--- config.mk ---
export PLATFORM = sky130hd
export DESIGN_NAME = pl_reset_sequencer
export DESIGN_NICKNAME = d
export VERILOG_FILES = /design/src/rtl/pl_reset_sequencer.sv
export SDC_FILE = /design/constraint.sdc
export NUM_CORES = 1
export LEC_CHECK = 0
export ABC_AREA = 1
export CORE_MARGIN = 4
export CORE_UTILIZATION = 31
export DETAILED_ROUTE_END_ITERATION = 12
export HOLD_SLACK_MARGIN = 0.05
export PLACE_DENSITY = 0.57
export RECOVER_POWER = 100
export SLEW_MARGIN = 20
export SYNTH_ARGS = -nofsm -noshare
export SYNTH_HDL_FRONTEND = slang
export SYNTH_SLANG_ARGS = --single-unit
--- constraint.sdc ---
create_clock -name clk_in1 -period 3.7 [get_ports clk_in1]
set_input_delay 0.74 -clock clk_in1 [delete_from_list [all_inputs] [get_ports clk_in1]]
set_output_delay 0.74 -clock clk_in1 [all_outputs]
set_load 0.01 [all_outputs]
--- src/rtl/pl_reset_sequencer.sv ---
// Staged PL reset release: synchronizes the CIPS reset request and clock-wizard lock,
// then releases bus-structure, interconnect and peripheral resets in order.
module pl_reset_sequencer #(
    parameter int SYNC_STAGES = 2,
    parameter int LOCK_FILTER = 8,
    parameter int HOLD_CYCLES = 16,
    parameter int STAGE_GAP   = 4
) (
    input  logic       clk_in1,
    input  logic       reset,
    input  logic       ext_reset_in,
    input  logic       dcm_locked,
    output logic       bus_struct_reset,
    output logic       interconnect_aresetn,
    output logic       peripheral_aresetn,
    output logic       peripheral_reset,
    output logic       seq_done,
    output logic [7:0] release_count
);

    localparam int MAX_COUNT = (HOLD_CYCLES > STAGE_GAP) ? HOLD_CYCLES : STAGE_GAP;
    localparam int CNT_W     = $clog2(MAX_COUNT + 1);
    localparam int LOCK_W    = $clog2(LOCK_FILTER + 1);

    localparam logic [CNT_W-1:0]  HOLD_LAST = CNT_W'(HOLD_CYCLES - 1);
    localparam logic [CNT_W-1:0]  GAP_LAST  = CNT_W'(STAGE_GAP - 1);
    localparam logic [LOCK_W-1:0] LOCK_FULL = LOCK_W'(LOCK_FILTER);

    typedef enum logic [1:0] {
        HOLD,
        REL_BUS,
        REL_IC,
        RUN
    } state_t;

    logic [SYNC_STAGES-1:0] ext_sr;
    logic [SYNC_STAGES-1:0] lock_sr;
    logic                   ext_sync;
    logic                   locked_sync;
    logic [LOCK_W-1:0]      lock_cnt;
    logic [LOCK_W-1:0]      lock_cnt_next;
    logic                   lock_ok;
    logic                   req;
    state_t                 state;
    state_t                 state_next;
    logic [CNT_W-1:0]       cnt;
    logic [CNT_W-1:0]       cnt_next;
    logic                   count_release;

    // Clearing the synchronizers makes the inputs read as "reset requested, not locked".
    always_ff @(posedge clk_in1) begin
        if (reset) begin
            ext_sr  <= '0;
            lock_sr <= '0;
        end else begin
            ext_sr  <= {ext_sr[SYNC_STAGES-2:0], ext_reset_in};
            lock_sr <= {lock_sr[SYNC_STAGES-2:0], dcm_locked};
        end
    end

    assign ext_sync    = ext_sr[SYNC_STAGES-1];
    assign locked_sync = lock_sr[SYNC_STAGES-1];

    always_comb begin
        lock_cnt_next = '0;
        if (locked_sync) begin
            lock_cnt_next = (lock_cnt == LOCK_FULL) ? LOCK_FULL : lock_cnt + LOCK_W'(1);
        end
    end

    always_ff @(posedge clk_in1) begin
        if (reset) begin
            lock_cnt <= '0;
        end else begin
            lock_cnt <= lock_cnt_next;
        end
    end

    // Lock qualifies on the sample that completes the run, not one cycle later.
    assign lock_ok = (lock_cnt_next == LOCK_FULL);
    assign req     = !ext_sync || !lock_ok;

    always_comb begin
        state_next    = state;
        cnt_next      = cnt + CNT_W'(1);
        count_release = 1'b0;
        if (req) begin
            state_next = HOLD;
            cnt_next   = '0;
        end else begin
            case (state)
                HOLD: begin
                    if (cnt == HOLD_LAST) begin
                        state_next = REL_BUS;
                        cnt_next   = '0;
                    end
                end
                REL_BUS: begin
                    if (cnt == GAP_LAST) begin
                        state_next = REL_IC;
                        cnt_next   = '0;
                    end
                end
                REL_IC: begin
                    if (cnt == GAP_LAST) begin
                        state_next    = RUN;
                        cnt_next      = '0;
                        count_release = 1'b1;
                    end
                end
                RUN: begin
                    cnt_next = '0;
                end
                default: begin
                    state_next = HOLD;
                    cnt_next   = '0;
                end
            endcase
        end
    end

    // Outputs decode the next state so every stage flips on the same edge as the FSM.
    always_ff @(posedge clk_in1) begin
        if (reset) begin
            state                <= HOLD;
            cnt                  <= '0;
            release_count        <= 8'd0;
            bus_struct_reset     <= 1'b1;
            interconnect_aresetn <= 1'b0;
            peripheral_aresetn   <= 1'b0;
            peripheral_reset     <= 1'b1;
            seq_done             <= 1'b0;
        end else begin
            state <= state_next;
            cnt   <= cnt_next;
            if (count_release && (release_count != 8'hFF)) begin
                release_count <= release_count + 8'd1;
            end
            bus_struct_reset     <= (state_next == HOLD);
            interconnect_aresetn <= (state_next == REL_IC) || (state_next == RUN);
            peripheral_aresetn   <= (state_next == RUN);
            peripheral_reset     <= (state_next != RUN);
            seq_done             <= (state_next == RUN);
        end
    end

endmodule

==> run metrics <==
outcome=finished clean; wire per inst=9.15 um; area of the mapped netlist=1470 sq um; largest net degree at the start of global routing=16; share of the synthesized area in the top cell type=36.7%; First DRT Iteration DRCs=27; PostCTS Resize Cnt=0; Final Core Density=a little under two fifths; DRC=0; CORE AREA=4470 sq um; Final ANT Viol Nets=0; first-pass GRT wire length=4260 um; CTS tree=built; H-tree levels=1; hold slack=408 ps; initial antenna violation count=0; Avg Cell Area, Syn=7.71 sq um; Finished Cell Area=around 1700 sq um; Fill cells=477; clock buffer depth=2; VDD IR max=0.000194 V; synth top area cells=dfxtp_1 (37%), nand2_1 (10%), ha_1 (8.5%), inv_1 (7.6%), nor2_1 (6.1%); Die ar.=5920 sq um; Post-Place Cell Area=1680 sq um; FP Rows=24; Pre-antenna DRT Iters=4; unrepaired setup endpoints after global routing=false; Die Wd=76.9 um; total CTS buffers=3; most frequent cell after synthesis=nand2_1; DPL Wire Length=1860 um; clk sinks=27; vias in the first global route=1054; grt ovf=0; Post-synth EDFFs=0; final cycle utilization of the critical path=a little under three fifths; synth cell count leaders=nand2_1 (41), inv_1 (30), dfxtp_1 (27), nor2_1 (24), ha_1 (10); FFs w/ async S/R, synth=0%; Via density=4.27; WP data required=3880 ps; root buffer cell=clkbuf_8; Critical Path Source Type=flip-flop; P_sw=0.000101 W; Starting Density=32.9%; CP Class=reg2reg; Crit. End Element=flip-flop; Synth Net Count=205; I/O Buffers=16; area leader, netlist=dfxtp_1; Worst Skew=11.3 ps; number of synthesized register bits=27; Internal=approximately 0.00037 W; slew margin rel.=73.8%; Finish-stage setup viols=0; Tot GR Track Use=8.65%; # nets final=224; share of power burned in registers=62.0%; sw frac=a little over a fifth; Worst Hold Class=reg2reg; fin crit period=2110 ps; final hold vios=0; Clock Power Share=a little over a third; Final Wtd Congestion=0.765; Area growth, synth to finish=13.3%; post-synthesis instance total=around 190; pwr dens=about 280 nW/um^2; # Post-CTS Setup Buffers=0; Ant. Diodes=0; Total Wirelength=2390 um; Worst-Margin Slew=391 ps; CTS Hold Buffers Added=0; DR vias=approximately 1100; Pins Over Slew Limit=0; Seq/Total Area, Yosys=36.7%; Synth cell types=27; clock latency on the worst-skew pair=270 ps; Ports=17; setup_tns=0 ps; Leak=slightly below 0.8 nW; Pwr Total=0.000475 W; clock transition at the registers of the reported paths=~100 ps; arrival time worst endpoint=2290 ps; Logic pwr share=2.5%; Max-Cap Viols=0; Synth Flop Type=dfxtp_1; Die Ht=76.9 um; Worst Path Max Fanout=9; Synth Warn #=0; Max Fclk=0.474 GHz; share of layout cells above drive strength 1=11.0%
==> state kept, by name (all words and copies together) (netlist names) <==
register              cells
bus_struct_reset          1
cnt                       5
ext_sr                    2
interconnect_aresetn      1
lock_cnt                  4
lock_sr                   2
peripheral_reset          1
release_count             8
seq_done                  1
state                     2
==> area by class of cell <==
cell class              instances  area (sq um)  share of cell area [%]
clock inverters                 1          5.00                   0.300
inverters                      38           143                    8.55
clock buffers                   3          41.3                    2.48
well taps                      52          65.1                    3.90
repair buffers                 16           160                    9.60
multi-input cells             124           713                    42.8
flip-flops and latches         27           541                    32.4
==> power by group through the flow <==
stage | Sequential, W | Clock (W) | Combinational (W)
after floorplan | 0.000301 | 0 | 0.0000105
after global placement | 0.000301 | 0 | 0.0000142
after detailed placement | 0.000301 | 0 | 0.0000146
after CTS | 0.000294 | 0.000178 | 0.0000147
after global routing | 0.000295 | 0.000190 | 0.0000135
final | 0.000294 | 0.000168 | 0.0000119
==> worst paths after layout <==
check	start	end	slack, ps	cells past startpoint
setup / recovery	lock_cnt[0]$_SDFF_PP0_	release_count[2]$_SDFFE_PP0P_	1590	9
hold / removal	lock_sr[0]$_SDFF_PP0_	lock_sr[1]$_SDFF_PP0_	410	2
setup reg to reg	lock_cnt[0]$_SDFF_PP0_	release_count[2]$_SDFFE_PP0P_	1590	9
hold reg to reg	lock_sr[0]$_SDFF_PP0_	lock_sr[1]$_SDFF_PP0_	410	2
==> routing by layer <==
layer	global-route usage (%)	share of wire (%)	vias up
li1	-	-	618
met1	10.5	51	477
met2	14.2	45	18
met3	2.81	3.9	2
met4	3.26	1.0	0
met5	0	0	-
==> worst max-delay path: stages (launching register included) <==
cell and delay (ps):
dfxtp_1 420, inv_1 90, ha_1 310, nand2_2 80
and2_0 210, nand2_4 50, nor2_1 220, nand4_1 380
nor2_1 200, nor2_1 60
==> cells in the final DEF (no fill, tap or decap) <==
cell type / instances
clkbuf_8: 3
nor3_1: 2
nor2_2: 3
nor2_8: 1
xor2_1: 3
nand4_1: 6
dlygate4sd3_1: 14
nor2_1: 29
nand2_2: 2
nand4_4: 1
o211ai_1: 1
inv_2: 4
a21oi_1: 2
o21ai_1: 1
clkdlybuf4s50_1: 2
inv_1: 32
nand3_4: 1
clkinv_2: 1
nand3_2: 2
dfxtp_1: 27
nand3_1: 8
clkinv_1: 2
nand2_4: 3
ha_1: 10
or2_2: 1
nand2_1: 42
o21ai_0: 4
and2_0: 1
a21oi_2: 1
==> stage by stage <==
stage / std cells / setup WS [ps]
final: 261 / 1590
after global routing: 261 / 1390
after CTS: 261 / 1670
after detailed placement: 257 / 1640
after global placement: 257 / 1680
after floorplan: 191 / 2160
==> cell families (layout without fill, tap and decap cells) <==
kind of cell               after synthesis  after routing  share of synthesized area (%)
AOI/OAI and AO/OA                        9              9                           3.48
xor gates and xnor gates                 3              3                           1.78
adders and majority gates               10             10                           8.50
buffers and inverters                   40             58                           10.7
DFF                                     27             27                           36.7
and+or+nand+nor                        102            102                           38.8
No activity file was read; power rests on OpenSTA's default activity.
